<file path="src/rtl/clock_div_multi_if.sv">
// Configuration port of clock_div_multi: one half-period write per transfer,
// plus a one-cycle error pulse for writes aimed at a nonexistent channel.
interface clock_div_multi_if #(
    parameter int NUM_CH = 4,
    parameter int CNT_W  = 16
);
    localparam int CH_W = $clog2(NUM_CH) + 1;

    // A transfer happens on a clk edge where cfg_valid && cfg_ready. The master
    // holds cfg_ch/cfg_half stable while cfg_valid is high. cfg_ready is a
    // combinational function of cfg_ch and may change when cfg_ch changes.
    logic            cfg_valid;
    logic            cfg_ready;
    logic [CH_W-1:0] cfg_ch;
    logic [CNT_W-1:0] cfg_half;
    logic            cfg_err;

    modport master (output cfg_valid, cfg_ch, cfg_half, input cfg_ready, cfg_err);
    modport slave  (input cfg_valid, cfg_ch, cfg_half, output cfg_ready, cfg_err);
endinterface

</file>
<file path="src/rtl/clock_div_multi.sv">
// NUM_CH independent clock dividers with glitch-free half-period reload and clean stop.
// Optional macro CLOCK_DIV_SYNC_EN adds sync_req to realign all running channels.
module clock_div_multi #(
    parameter int NUM_CH       = 4,
    parameter int CNT_W        = 16,
    parameter int DEFAULT_HALF = 1
) (
    input  logic              clk,
    input  logic              rst,
`ifdef CLOCK_DIV_SYNC_EN
    input  logic              sync_req,
`endif
    input  logic [NUM_CH-1:0] ch_en,
    clock_div_multi_if.slave  cfg,
    output logic [NUM_CH-1:0] clk_out,
    output logic [NUM_CH-1:0] tick,
    output logic [NUM_CH-1:0] busy
);
    localparam int CH_W = $clog2(NUM_CH) + 1;
    localparam logic [CNT_W-1:0] RST_HALF = CNT_W'(DEFAULT_HALF);

    logic busy_sel;
    logic ch_valid;
    logic accept;

    // Out-of-range indices never match, so they read as not busy (always ready).
    always_comb begin
        busy_sel = 1'b0;
        for (int i = 0; i < NUM_CH; i++) begin
            if (cfg.cfg_ch == CH_W'(i)) busy_sel = busy[i];
        end
    end

    assign ch_valid      = cfg.cfg_ch < CH_W'(NUM_CH);
    assign cfg.cfg_ready = !busy_sel;
    assign accept        = cfg.cfg_valid && cfg.cfg_ready;

    always_ff @(posedge clk) begin
        if (rst) cfg.cfg_err <= 1'b0;
        else     cfg.cfg_err <= accept && !ch_valid;
    end

    for (genvar g = 0; g < NUM_CH; g++) begin : g_ch
        logic [CNT_W-1:0] cnt;
        logic [CNT_W-1:0] half_act;
        logic [CNT_W-1:0] half_pend;
        logic             out_q;
        logic             tick_q;
        logic             busy_q;
        logic             wr_hit;
        logic             run;
        logic             at_end;
        logic             apply;
        logic             sync_hit;

        assign wr_hit = accept && (cfg.cfg_ch == CH_W'(g));
        // A high phase always runs to completion, even after ch_en drops.
        assign run    = (ch_en[g] || out_q) && (half_act != '0);
        assign at_end = cnt == (half_act - CNT_W'(1));
        assign apply  = busy_q && ((run && out_q && at_end) ||
                                   (!ch_en[g] && !out_q) ||
                                   (half_act == '0));
`ifdef CLOCK_DIV_SYNC_EN
        assign sync_hit = sync_req && ch_en[g] && (half_act != '0);
`else
        assign sync_hit = 1'b0;
`endif

        always_ff @(posedge clk) begin
            if (rst) begin
                cnt       <= '0;
                out_q     <= 1'b0;
                tick_q    <= 1'b0;
                busy_q    <= 1'b0;
                half_act  <= RST_HALF;
                half_pend <= RST_HALF;
            end else begin
                tick_q <= 1'b0;
                if (sync_hit) begin
                    cnt   <= '0;
                    out_q <= 1'b0;
                end else if (run) begin
                    if (at_end) begin
                        cnt    <= '0;
                        out_q  <= !out_q;
                        tick_q <= !out_q;
                    end else begin
                        cnt <= cnt + CNT_W'(1);
                    end
                end else begin
                    cnt <= '0;
                end

                // wr_hit needs busy_q=0 and apply needs busy_q=1, so they never collide.
                if (wr_hit) begin
                    half_pend <= cfg.cfg_half;
                    busy_q    <= 1'b1;
                end else if (apply || (sync_hit && busy_q)) begin
                    half_act <= half_pend;
                    busy_q   <= 1'b0;
                end
            end
        end

        assign clk_out[g] = out_q;
        assign tick[g]    = tick_q;
        assign busy[g]    = busy_q;
    end
endmodule

</file>
<file path="src/flat_wrapper.sv">
// flat-port wrapper written by rule: the top's interface ports become plain ports
module clock_div_multi_flat 
#(
    parameter int NUM_CH       = 4,
    parameter int CNT_W        = 16,
    parameter int DEFAULT_HALF = 1
)
  (clk, rst, ch_en, clk_out, tick, busy, cfg_cfg_valid, cfg_cfg_ch, cfg_cfg_half, cfg_cfg_ready, cfg_cfg_err);
  clock_div_multi_if #(.NUM_CH(NUM_CH), .CNT_W(CNT_W)) cfg_i ();
  input  logic clk;
  input  logic rst;
  input  logic [NUM_CH-1:0] ch_en;
  output logic [NUM_CH-1:0] clk_out;
  output logic [NUM_CH-1:0] tick;
  output logic [NUM_CH-1:0] busy;
  input wire logic [$bits(cfg_i.cfg_valid)-1:0] cfg_cfg_valid;
  input wire logic [$bits(cfg_i.cfg_ch)-1:0] cfg_cfg_ch;
  input wire logic [$bits(cfg_i.cfg_half)-1:0] cfg_cfg_half;
  output wire logic [$bits(cfg_i.cfg_ready)-1:0] cfg_cfg_ready;
  output wire logic [$bits(cfg_i.cfg_err)-1:0] cfg_cfg_err;
  assign cfg_i.cfg_valid = cfg_cfg_valid;
  assign cfg_i.cfg_ch = cfg_cfg_ch;
  assign cfg_i.cfg_half = cfg_cfg_half;
  assign cfg_cfg_ready = cfg_i.cfg_ready;
  assign cfg_cfg_err = cfg_i.cfg_err;
  clock_div_multi #(.NUM_CH(NUM_CH), .CNT_W(CNT_W), .DEFAULT_HALF(DEFAULT_HALF)) u_core (.clk(clk), .rst(rst), .ch_en(ch_en), .cfg(cfg_i), .clk_out(clk_out), .tick(tick), .busy(busy));
endmodule
</file>
<file path="config.mk">
export PLATFORM = sky130hd
export DESIGN_NAME = clock_div_multi_flat
export DESIGN_NICKNAME = d
export VERILOG_FILES = /design/src/rtl/clock_div_multi_if.sv /design/src/rtl/clock_div_multi.sv /design/src/flat_wrapper.sv
export SDC_FILE = /design/constraint.sdc
export NUM_CORES = 1
export LEC_CHECK = 0
export ABC_AREA = 1
export BUFFER_PORTS_ARGS = -buffer_cell sky130_fd_sc_hd__buf_2
export CORE_ASPECT_RATIO = 1.25
export CORE_UTILIZATION = 35
export CTS_CLUSTER_DIAMETER = 40
export DETAILED_ROUTE_END_ITERATION = 10
export HOLD_SLACK_MARGIN = 0.1
export RECOVER_POWER = 50
export SLEW_MARGIN = 10
export SYNTH_ARGS = -nofsm -noshare
export SYNTH_HDL_FRONTEND = slang
export SYNTH_SLANG_ARGS = --single-unit
</file>
<file path="constraint.sdc">
create_clock -name clk -period 2.35 [get_ports clk]
set_input_delay 0.3525 -clock clk [delete_from_list [all_inputs] [get_ports clk]]
set_output_delay 0.3525 -clock clk [all_outputs]
set_load 0.01 [all_outputs]
</file>
==> results.yml, run 1 <==
floorplan:
  io_pins: 40
  die_area_um2: 33300
  num_rows: 73
  dieHeight_um: 204
  initial_core_util: 0.357
  die_w_um: 163
  core_um2: 31900
worst_setup_path:
  crit_path_max_incr_delay_ps: 370
  critPathLaunchType: "flip-flop"
  cp_num_buf_inv: 2
  end_kind: "flip-flop"
  path_cells: "inv_4 -> ha_4 -> xor2_2 -> nand2_1 -> nor2_1 -> nand2_1 -> nor2_1 -> nand2_1 -> nor2_2 -> nand4_1 -> nand2_2 -> clkbuf_16 -> nand3_1 -> nand2_1 -> nor2_1"
  critical_path_class: "flip-flop to flip-flop"
  cp_data_required_time_ps: 2780
  crit_path_max_fanout: 8
  worst_path_dominant_cell_family: "simple AND/OR/NAND/NOR gates"
  slowest_stage: "dfxtp_4"
  crit_arrival_ps: 2650
  crit_top_cell: "nand2_1"
sta:
  worst_pin_slew_ps: 481
  setup_viol: 0
  fin_crit_sh: 0.945
  tns_ps: 0
  finalMaxSlewViolations: 0
  hold_violations: 0
  fin_ws_ps: 129
  skew_ps: 23.0
  fin_crit_ps: 2220
  slew_headroom: 0.679
  rsz0062_at_grt: "yes"
  fmaxAchievable_mhz: 450
grt:
  grt_max_degree: 55
  antenna_found_initial: 1
  grt_first_pass_wirelength_mm: 46.4
  grtUsageTotal: 0.171
  grt_overflow: 0
  grt_pass1_vias: 9767
clock_network:
  cts_tree: "built"
  numCtsBuffers: 36
  cts_root_buf: "clkbuf_16"
  clock_latency_ps: 540
  clkTransAtPathRegs_ps: 50
  clkSinkCount: 205
  cts_buffer_depth: 3
  htreeDepth: 2
synthesis:
  synth_top_family_by_area: "simple AND/OR/NAND/NOR gates"
  synthXorXnorAreaFrac: 0.0673
  muxShareOfSynthArea: 0
  synth_ff_type: "dfxtp_1"
  synth_edf_count: 0
  syn_inst: 1770
  ys_ff_latch: 205
  syn_area_um2: 11400
  ys_seq_area_frac: 0.360
  synthSimpleGateAreaFrac: 0.389
  syn_nets: 1808
  synthDistinctLibCells: 37
  yosys_warnings: 0
  synthArstFlopShare: 0
  synth_fa_ha_area_frac: 0.0132
  synth_area_per_cell_um2: 6.44
  synth-compound-area-share: 0.0485
drt:
  ant_nets: 0
  wirelength_met1_mm: 12.4
  drc: 0
  vias: 10300
  postRouteWirelength_mm: 28.1
  firstDrtPassIters: 5
  wl_met3_mm: 1.02
  drt_iter0_markers: 599
  top_layer: "met4"
  vias_per_cell: 4.61
  wire_per_inst_um: 12.5
  wl_met2_mm: 13.8
placed_design:
  preCtsSetupSlack_ps: 62.1
  place_area_um2: 12000
  numPortBuffers: 39
  place_hpwl_mm: 19.5
  gp_routability_congestion: 0.863
run:
  maxCapViolCount: 0
finish:
  mostFrequentLayoutCell: "nand2_1"
  syn2layout_area_growth_pct: 19.6
  final_layout_size_suffix_gt1_frac: 0.117
  layout_common_cells: "nand2_1 (422), nor2_1 (273), inv_1 (220)"
  nets: 1842
  postLayoutCellArea_um2: 13600
power:
  power_density_nw_per_um2: 844
  ir_drop_uv: 538
  power.leakage_nw: 6.09
status:
  status: "finished clean"
hold_path:
  min_path_type: "input pin to flip-flop"
[registers in the layout, indices dropped and copies added, names as in the netlist]
signal,flops
u_core.g_ch.half_act,64
u_core.g_ch.cnt,64
u_core.cfg.cfg_err,1
u_core.g_ch.busy_q,4
u_core.g_ch.half_pend,64
u_core.g_ch.out_q,4
u_core.g_ch.tick_q,4
[Yosys cell counts, drive strengths merged (5+ instances only)]
| master | number | area, µm² |
|---|---|---|
| nor3 | 26 | 175 |
| buf | 48 | 318 |
| inv | 230 | 863 |
| or2 | 12 | 75.1 |
| clkinv | 26 | 97.6 |
| xnor2 | 32 | 280 |
| nand4 | 11 | 68.8 |
| nand3 | 200 | 1000 |
| nor4 | 6 | 43.8 |
| clkbuf | 30 | 113 |
| dfxtp | 205 | 4100 |
| ha | 12 | 150 |
| nand2 | 436 | 1660 |
| nand3b | 11 | 82.6 |
| nor3b | 20 | 150 |
| a21oi | 72 | 360 |
| o21bai | 5 | 37.5 |
| o21ai | 18 | 90.1 |
| xor2 | 53 | 464 |
| nor2 | 304 | 1150 |
[cell families after synthesis]
kind of cell / after synthesis
compound gates: 103
xor+xnor: 86
fa+ha+maj: 12
buf+inv: 334
flops: 205
simple gates: 1030
[stage by stage]
stage,instances,utilization,hold WS [ps],power (mW)
2_1_floorplan,1770,-,430,5.36
3_3_place_gp,2169,0.376,441,5.85
3_5_place_dp,2169,0.376,447,5.87
4_1_cts,2233,0.414,147,11.2
5_1_grt,2243,0.428,166,12.1
6_report,2243,0.428,166,11.5
[area by class of cell]
class | instances | area [µm²]
Timing Repair Buffer | 74 | 659
Clock buffer | 43 | 967
Sequential cell | 205 | 4110
Antenna cell | 1 | 2.50
Multi-Input combinational cell | 1231 | 6160
Fill cell | 3295 | 18200
Inverter | 256 | 967
Tap cell | 412 | 515
Clock inverter | 21 | 248
[where the power goes]
group	switching, mW	internal [mW]	leakage, nW	total, mW
Combinational	1.44	0.992	3.85	2.44
Sequential	0.162	3.66	1.66	3.82
Clock	1.93	3.32	0.579	5.24
Total	3.53	7.96	6.09	11.5
[path summary, 6_finish.rpt]
check | from | slack, ps | cells past startpoint | end
worst max-delay path | u_core.g_ch[2].half_act[0] | 130 | 15 | u_core.g_ch[2].half_act[7]
worst min-delay path | cfg_cfg_ch[2] | 170 | 3 | u_core.cfg.cfg_err
worst max register to register | u_core.g_ch[2].half_act[0] | 130 | 15 | u_core.g_ch[2].half_act[7]
worst min register to register | u_core.g_ch[2].half_pend[0] | 460 | 2 | u_core.g_ch[2].half_pend[0]
[routing by layer]
layer  track usage  vias to the layer above
met5             0                        -
met4        0.0721                        0
met3        0.0321                       65
met2         0.295                      151
met1         0.206                     4604
li1              -                     5524
[repair_timing]
item,CTS,global route
hold buffers,0,0
endpoints found under the hold margin,0,0
resized for setup,0,79
setup endpoints to repair,0,132
setup buffers,0,2
[worst min-delay path, cell delays in order]
cell	delay, ps
buf_2	170
nand2_1	80
nor2_1	40
Note: power is estimated with default switching activity, not from simulation.
==> inputs of run 2 (changes only) <==
CTS_BUF_LIST = sky130_fd_sc_hd__clkbuf_8   (was not set)
==> results.yml, run 2 (synthesis gave the netlist of run 1 again) <==
finish:
  reg_top3: "u_core.g_ch.cnt (64), u_core.g_ch.half_act (64), u_core.g_ch.half_pend (64)"
  nets: 1848
  n_fill_cell: 3333
  syn2layout_area_growth_pct: 17.4
  postLayoutCellArea_um2: 13400
  final_layout_size_suffix_gt1_frac: 0.122
  mostFrequentLayoutCell: "nand2_1"
  fin_util: 0.420
  layout_common_cells: "nand2_1 (422), nor2_1 (272), inv_1 (230)"
floorplan:
  die_area_um2: 33300
  initial_core_util: 0.357
  core_um2: 31900
  die_w_um: 163
  num_rows: 73
  dieHeight_um: 204
  io_pins: 40
worst_setup_path:
  critPathLaunchType: "flip-flop"
  reg2reg_to: "u_core.g_ch[2].half_act[7]"
  cp_data_required_time_ps: 2800
  end_kind: "flip-flop"
  rr_worst_depth: 15
  critical_path_class: "flip-flop to flip-flop"
  r2r-start: "u_core.g_ch[2].half_act[0]"
  r2r_slack_ps: 120
  crit_path_max_fanout: 8
  crit_arrival_ps: 2680
sta:
  worst_pin_slew_ps: 642
  fin_crit_sh: 0.948
  slew_headroom: 0.572
  setup_viol: 0
  rsz0062_at_grt: "yes"
  finalMaxSlewViolations: 0
  fin_crit_ps: 2230
  tns_ps: 0
  fin_ws_ps: 121
  hold_violations: 0
  skew_ps: 32.1
  fmaxAchievable_mhz: 449
clock_network:
  numCtsBuffers: 40
  clkSinkCount: 205
  cts_root_buf: "clkbuf_8"
  hold_buffers: 0
  clock_latency_ps: 560
  htreeDepth: 2
  cts_tree: "built"
  clkTransAtPathRegs_ps: 60
  cts_buffer_depth: 3
drt:
  vias: 10300
  drc: 0
  postRouteWirelength_mm: 28.1
  ant_nets: 0
  drt_iter0_markers: 567
  vias_per_cell: 4.58
  wire_per_inst_um: 12.5
  firstDrtPassIters: 5
grt:
  grtUsageTotal: 0.169
  grt_overflow: 0
  grt_pass1_vias: 9689
  grt_first_pass_wirelength_mm: 46.2
  antenna_found_initial: 1
  grt_max_degree: 55
hold_path:
  min_delay_path_depth: 3
  holdPathEnd: "u_core.cfg.cfg_err"
  hp-start: "cfg_cfg_ch[2]"
  min_path_type: "input pin to flip-flop"
power:
  power_density_nw_per_um2: 767
  ir_drop_uv: 346
  power.leakage_nw: 6.04
placed_design:
  preCtsSetupSlack_ps: 62.1
  numPortBuffers: 39
  gp_routability_congestion: 0.863
  place_hpwl_mm: 19.5
  place_area_um2: 12000
status:
  status: "finished clean"
run:
  maxCapViolCount: 0
-- run 2: what timing repair did --
item	in CTS	in global routing
setup buffers	0	2
setup endpoints to repair	0	132
gates resized for setup	0	89
-- run 2: layout make-up --
type / instances / area [µm²] / area share
multi-input cells: 1231 / 6180 / 0.462
repair buffers: 76 / 693 / 0.0518
diodes: 1 / 2.50 / 0.000187
inverters: 256 / 972 / 0.0727
clock buffers: 51 / 702 / 0.0525
clock inverters: 22 / 195 / 0.0146
well taps: 412 / 515 / 0.0385
flip-flops and latches: 205 / 4120 / 0.308
-- run 2: worst max path at each step --
stage | start | end | slack (ps) | depth (start not counted)
after CTS | u_core.g_ch[2].half_act[0] | u_core.g_ch[2].half_act[12] | 10 | 15
after global placement | u_core.g_ch[2].half_act[0] | u_core.g_ch[2].half_act[11] | 110 | 15
final | u_core.g_ch[2].half_act[0] | u_core.g_ch[2].half_act[7] | 120 | 15
after detailed placement | u_core.g_ch[2].half_act[0] | u_core.g_ch[2].half_act[11] | 60 | 15
after global routing | u_core.g_ch[3].half_act[3] | u_core.g_ch[3].half_act[8] | -60 | 14
after floorplan | u_core.g_ch[3].half_act[0] | u_core.g_ch[3].half_act[5] | 350 | 18
-- run 2: routing by layer --
metal	up-vias	wire length [µm]	GRT usage
met1	4571	12300	0.206
met3	55	1060	0.0315
met2	152	14000	0.294
met4	0	736	0.0594
met5	-	0	0
li1	5542	-	-
-- run 2: stage by stage --
| step | hold slack (ps) | cells | total power [mW] |
|---|---|---|---|
| after floorplan | 430 | 1770 | 5.36 |
| after global placement | 441 | 2169 | 5.85 |
| after detailed placement | 447 | 2169 | 5.87 |
| after CTS | 110 | 2242 | 9.85 |
| after global routing | 120 | 2254 | 10.9 |
| final | 139 | 2254 | 10.3 |
-- run 2: where the power goes --
part | internal [mW] | switching [mW] | leakage [nW]
Combinational | 1.05 | 1.47 | 3.87
Clock | 2.30 | 1.61 | 0.502
Sequential | 3.65 | 0.164 | 1.66
-- run 2: critical path, cell delays in order, from the launching register on --
cell	delay, ps
dfxtp_4	380
inv_6	50
ha_4	270
xor2_2	120
nand2_1	60
nor2_1	90
nand2_1	80
nor2_1	110
nand2_1	80
nor2_2	120
nand4_1	140
nand2_2	210
clkbuf_16	190
nand3_1	80
nand2_1	90
nor2_1	40
